### src/rtl/led_scan_controller.sv
// Four-digit multiplexed LED scanner with double-buffered message update at frame boundaries.
// Optional anti-ghosting blanking at slot start is enabled by defining LED_SCAN_BLANK_EN.
module led_scan_controller #(
    parameter int CNT_WIDTH = 4
) (
    input  logic        clk,
    input  logic        reset,
    input  logic        en,
    input  logic        load,
    input  logic [23:0] msg,
    output logic [5:0]  char,
    output logic [3:0]  an,
    output logic        pending,
    output logic        frame_tick
);

    typedef enum logic [1:0] {
        D3 = 2'd0,
        D2 = 2'd1,
        D1 = 2'd2,
        D0 = 2'd3
    } state_t;

    state_t                 state_q, state_d;
    logic [CNT_WIDTH-1:0]   cnt_q, cnt_d;
    logic [23:0]            staging_q, staging_d;
    logic [23:0]            active_q, active_d;
    logic [5:0]             char_q, char_d;
    logic [3:0]             an_q, an_d;
    logic                   pending_q, pending_d;
    logic                   frame_tick_q, frame_tick_d;
    logic                   wrap;
    logic                   boundary;

    always_ff @(posedge clk or posedge reset) begin
        if (reset) begin
            state_q      <= D3;
            cnt_q        <= '0;
            staging_q    <= '0;
            active_q     <= '0;
            char_q       <= '0;
            an_q         <= '1;
            pending_q    <= 1'b0;
            frame_tick_q <= 1'b0;
        end else begin
            state_q      <= state_d;
            cnt_q        <= cnt_d;
            staging_q    <= staging_d;
            active_q     <= active_d;
            char_q       <= char_d;
            an_q         <= an_d;
            pending_q    <= pending_d;
            frame_tick_q <= frame_tick_d;
        end
    end

    always_comb begin
        state_d      = state_q;
        cnt_d        = cnt_q;
        staging_d    = staging_q;
        active_d     = active_q;
        char_d       = char_q;
        an_d         = '1;
        pending_d    = pending_q;
        frame_tick_d = 1'b0;
        wrap         = en && (cnt_q == '1);
        boundary     = wrap && (state_q == D0);

        if (en) begin
            cnt_d = cnt_q + 1'b1;
        end

        if (wrap) begin
            case (state_q)
                D3:      state_d = D2;
                D2:      state_d = D1;
                D1:      state_d = D0;
                default: state_d = D3;
            endcase
        end

        // Staging is sampled before this edge's load, so a coincident load waits a frame.
        if (boundary) begin
            active_d     = staging_q;
            frame_tick_d = 1'b1;
        end

        if (load) begin
            staging_d = msg;
            pending_d = 1'b1;
        end else if (boundary) begin
            pending_d = 1'b0;
        end

        // Outputs are built from next-state values so they switch on the same edge as the FSM.
        if (en) begin
            case (state_d)
                D3: begin
                    char_d = active_d[23:18];
                    an_d   = 4'b0111;
                end
                D2: begin
                    char_d = active_d[17:12];
                    an_d   = 4'b1011;
                end
                D1: begin
                    char_d = active_d[11:6];
                    an_d   = 4'b1101;
                end
                default: begin
                    char_d = active_d[5:0];
                    an_d   = 4'b1110;
                end
            endcase
`ifdef LED_SCAN_BLANK_EN
            if (cnt_d[CNT_WIDTH-1:1] == '0) begin
                an_d = '1;
            end
`endif
        end
    end

    assign char       = char_q;
    assign an         = an_q;
    assign pending    = pending_q;
    assign frame_tick = frame_tick_q;

endmodule

### config.mk
export PLATFORM = sky130hd
export DESIGN_NAME = led_scan_controller
export DESIGN_NICKNAME = d
export VERILOG_FILES = /design/src/rtl/led_scan_controller.sv
export SDC_FILE = /design/constraint.sdc
export NUM_CORES = 1
export LEC_CHECK = 0
export CAP_MARGIN = 20
export CORE_MARGIN = 1
export CORE_UTILIZATION = 46
export DETAILED_ROUTE_END_ITERATION = 7
export PLACE_DENSITY = 0.68
export SKIP_LAST_GASP = 1
export SYNTH_ARGS = -nofsm -noshare
export SYNTH_HDL_FRONTEND = slang
export SYNTH_SLANG_ARGS = --single-unit
export TNS_END_PERCENT = 10
### constraint.sdc
create_clock -name clk -period 2.7 [get_ports clk]
set_input_delay 0.54 -clock clk [delete_from_list [all_inputs] [get_ports clk]]
set_output_delay 0.54 -clock clk [all_outputs]
set_load 0.05 [all_outputs]
# Word-level counts from Yosys, hierarchy flattened

Cells that the tools add are included.

$add $sub $neg: 1
Reductions and logical operators: 5
Muxes and demuxes: 9
Equality and inequality tests: 6

Operators with widths:

| kind                  | number |
|---|---|
| $mux W24              | 1 |
| $pmux W6 S3           | 1 |
| $pmux W4 S3           | 1 |
| $eq A2 B2 Y1 const B  | 3 |
| $pmux W2 S3           | 1 |
| $add A4 B1 Y4 const B | 1 |
| $eq A2 B1 Y1 const B  | 2 |
| $eq A4 B4 Y1 const B  | 1 |
| $logic_not A2 Y1      | 2 |
| $mux W4               | 1 |
| $mux W1               | 3 |
| $logic_and A1 B1 Y1   | 2 |
| $mux W2               | 1 |
| $reduce_bool A2 Y1    | 1 |

Bits of input ports: 28
Logic and storage cells: 29
Register bits: 66

# Logic depth before layout (Yosys ltp)

Word-level depth: 6
Gate-level depth with buffers: 9

# Worst setup path after synthesis

OpenSTA, ideal clock, no wires.

Path type: register to register
Start point: register state_q[1]
End point: register char_q[4] (netlist: char[4])
Required time: 2,574 ps
Arrival: 2,088 ps
Cell stages (with the launch flop): 9
Path buffers: 2
Setup time: 126 ps
Slack: 486 ps
Cells stage by stage: dfrtp_1 -> buf_2 -> inv_1 -> ha_1 -> buf_6 -> mux4_2 -> nand3_1 -> o31ai_1 -> a221o_1

Cells in the longest elaborated chain, start to end: 5

RTL lines:

| element                                    | RTL line | source |
|---|---|---|
| from (decl)                                | 24       | `state_t state_q, state_d;` |
| from (signal assigned)                     | 46       | `state_q <= state_d;` |
| $eq A2 B2 Y1, or another cell as far along | 74       | `case (state_q)` |
| $pmux W2 S3                                | 74       |  |
| $mux W2                                    | 73       | `if (wrap) begin` |
| $eq A2 B2 Y1, or another cell as far along | 97       | `case (state_d)` |
| $pmux W6 S3 (*)                            | 97       |  |
| to (signal assigned)                       | 50       | `char_q <= char_d;` |
| to (decl)                                  | 28       | `logic [5:0] char_q, char_d;` |

Mark *: on every way between the ends. The rest lies on a longest branch, timed or not.
A chain may end at the register's enable or synchronous reset.

# Final worst setup path

Start point: register state_q[0]
End point: register char_q[1] (netlist: char[1])

Same word-level chain as after synthesis.

==> impl_metrics.json <==
{
  "synthToLayoutAreaGrowth_pct": 20.74,
  "grt_max_degree": 67,
  "drt-total-wl_mm": 5.789,
  "firstDrtPassIters": 6,
  "post-synth-top-area-cell": "dfrtp_1",
  "drc": 0,
  "tns_ns": 0,
  "rows": 29,
  "yosys.area_share.simple_pct": 6.243,
  "cts_max_level": 3,
  "cp_data_required_time_ns": 2.91,
  "ctsResizeCount": 0,
  "netlist-cell-type-count": 42,
  "routed-wl-met2_mm": 2.653,
  "dp_hpwl_mm": 3.933,
  "synth_area_mm2": 0.003167,
  "dieArea_mm2": 0.007220,
  "grt_pass1_vias": 1991,
  "dieWidth_um": 84.97,
  "ant_nets": 0,
  "post_cts_buffers": 0,
  "p_total_uw": 3890,
  "cts_tree": "done",
  "grt_usage_pct": 18.25,
  "worst_path_max_delay_cell": "mux4_1",
  "p_leak_uw": 0.001749,
  "crit_family": "multiplexers",
  "final_area_mm2": 0.003824,
  "place_congestion": 0.8333,
  "wl_per_cell_um": 15.95,
  "drive_above_1_share_pct": 29.02,
  "skew_ns": 0.005204,
  "p_int_uw": 2515,
  "top_layer": "met4",
  "finalSetupViolCount": 0,
  "synth-compound-area-share_pct": 7.191,
  "syn_nets": 269,
  "cp-end-kind": "flop",
  "timing.fmax_ghz": 0.4181,
  "status": "finished, final reports clean",
  "maxSlewHeadroom_pct": 51.96,
  "via_count": 2020,
  "path_cells": "inv_1, ha_1, buf_4, mux4_1, o211ai_1, o221ai_1",
  "numCtsBuffers": 9,
  "cts-hold-fix-buffers": 0,
  "critPathMaxFanout": 16,
  "cp_num_buf_inv": 2,
  "io_buffers": 39,
  "slowest_delay_ns": 0.58,
  "nNetsFinal": 313,
  "drv_cap": 0,
  "finalHoldViolCount": 0,
  "antenna_found_initial": 0,
  "period_needed_ns": 2.392,
  "clock_sinks": 66,
  "ys_warn_count": 0,
  "vias_per_cell": 5.565,
  "p_switching_uw": 1375,
  "initial_core_util_pct": 48.76,
  "n_antenna_cell": 0,
  "ys_ff_latch": 66,
  "synthTopCellsByArea": "dfrtp_1, mux2_2, mux2i_1",
  "seq_area_frac_synth_pct": 52.31,
  "synth_top_family_by_area": "multiplexers",
  "clk_path_buf_depth": 2,
  "multi_input_area_mm2": 0.001391,
  "syn_area_per_cell_um2": 13.36,
  "grt_overflow_total": 0,
  "seq_power_share_pct": 39.2,
  "coreArea_mm2": 0.006495,
  "fin_crit_sh_pct": 88.59,
  "clock_latency_ns": 0.34,
  "peakVddDrop_v": 0.0004067,
  "swShare_pct": 35.35,
  "pwr-share-clk_pct": 19.7,
  "comb_power_share_pct": 41.0,
  "synth_top_area_share_pct": 48.99,
  "hold_class": "reg2reg",
  "grt_pass1_wl_mm": 9.970,
  "wl_met3_um": 185,
  "critical_path_class": "reg2reg",
  "place_area_mm2": 0.003645,
  "p_per_area_mw_per_mm2": 1017,
  "die_h_um": 84.97,
  "rsz0062_at_grt": "false",
  "synthXorXnorAreaFrac_pct": 0.8297,
  "synth-adder-area-share_pct": 1.580,
  "nFillCells": 542,
  "drv_slew": 0,
  "worstSetupStartpointType": "flop",
  "io_pins": 40,
  "drt_iter0_markers": 91,
  "tightest_slew_ns": 0.7006,
  "clockRootBuffer": "clkbuf_8",
  "register_area_mm2": 0.001657,
  "clkTransAtPathRegs_ns": 0.07,
  "cp.arrival_ns": 2.60,
  "syn_inst": 237,
  "synthMuxAreaShare_pct": 28.09,
  "drt-met1-wl_mm": 2.803
}
==> through the flow <==
| step | std cells | utilization [%] | setup slack [ns] | hold WS (ns) |
|---|---|---|---|---|
| 6_report | 363 | 58.87 | 0.3081 | 0.4905 |
| 5_1_grt | 363 | 58.87 | 0.1682 | 0.5219 |
| 4_1_cts | 363 | 58.87 | 0.3066 | 0.4904 |
| 3_5_place_dp | 347 | 56.12 | 0.1583 | 0.4739 |
| 3_3_place_gp | 347 | 56.12 | 0.2075 | 0.4703 |
| 2_1_floorplan | 237 | - | 0.4863 | 0.4684 |
==> cell usage after synthesis (all sizes together) <==
cell type	count
dfrtp	62
mux2	52
mux2i	15
nand2	14
buf	12
inv	8
o21ai	8
mux4	6
dfstp	4
ha	4
nand3	4
nor2b	4
nor3b	4
o211ai	4
o221ai	4
a21oi	3
clkbuf	3
nor2	3
nand2b	2
nand4	2
o2111ai	2
o21a	2
o22a	2
xnor2	2
a2111oi	1
a211oi	1
a21o	1
a221o	1
and2	1
and4	1
nor3	1
o211a	1
o22ai	1
o31ai	1
xor2	1
==> sequential cells by signal, indices dropped and copies added, names as in the netlist <==
name / cells
an: 4
cnt_q: 4
char: 6
state_q: 2
active_q: 24
pending: 1
staging_q: 24
frame_tick: 1
==> cell families (layout without fill, tap and decap cells) <==
family          after synthesis  count (layout)
mux                          73              73
flops                        66              66
simple gates                 36              36
compound gates               32              32
buf+inv                      23              72
fa+ha+maj                     4               4
xor+xnor                      3               3
==> path summary, 6_finish.rpt <==
check,start,to,slack (ns),cells after the start
min in group asynchronous,reset,cnt_q[3],0.58,3
setup reg to reg,state_q[0],char[1],0.31,6
hold / removal,pending,pending,0.49,1
max in group asynchronous,reset,staging_q[6],1.82,3
setup / recovery,state_q[0],char[1],0.31,6
hold reg to reg,pending,pending,0.49,1
==> area by class of cell <==
class | count | share of cell area [%]
inverter | 8 | 0.7853
multi-input combinational | 148 | 36.39
timing repair buffer | 48 | 12.30
sequential | 66 | 43.32
tap | 77 | 2.520
clock inverter | 3 | 1.047
clock buffer | 13 | 3.632
==> per-layer routing <==
metal / GRT usage (%) / vias to the layer above
li1: - / 957
met4: 10.94 / 0
met1: 25.69 / 997
met2: 26.54 / 50
met3: 3.210 / 16
met5: 0 / -
==> worst reg2reg max path, delay by kind of cell (launching register included) <==
| kind | cells | cell delay (ns) |
|---|---|---|
| adder cells (fa/ha/maj) | 1 | 0.45 |
| flip-flops | 1 | 0.45 |
| multiplexers | 1 | 0.59 |
| AO/OA/AOI/OAI | 2 | 0.34 |
| buffers and inverters | 2 | 0.43 |
==> cells in the final DEF (no fill, tap or decap), types with 4 or more instances in the layout <==
master           count
buf_4                8
clkbuf_1             4
clkbuf_8             9
clkdlybuf4s50_1     39
dfrtp_1             62
dfstp_2              4
ha_1                 4
inv_1                7
mux2_2              52
mux2i_1             14
mux4_1               4
nand2_1             13
nand3_1              4
nor2b_1              4
nor3b_1              4
o211ai_1             4
o21ai_0              8
o221ai_1             4
==> power by group through the flow <==
stage                     Clock [µW]  Combinational, µW  Sequential (µW)
after global routing             838               1720             1570
after CTS                        792               1600             1530
final                            767               1600             1530
after global placement             0               1560             1530
after detailed placement           0               1590             1550
after floorplan                    0               1070             1670
Power figures use the tool's default switching activity.
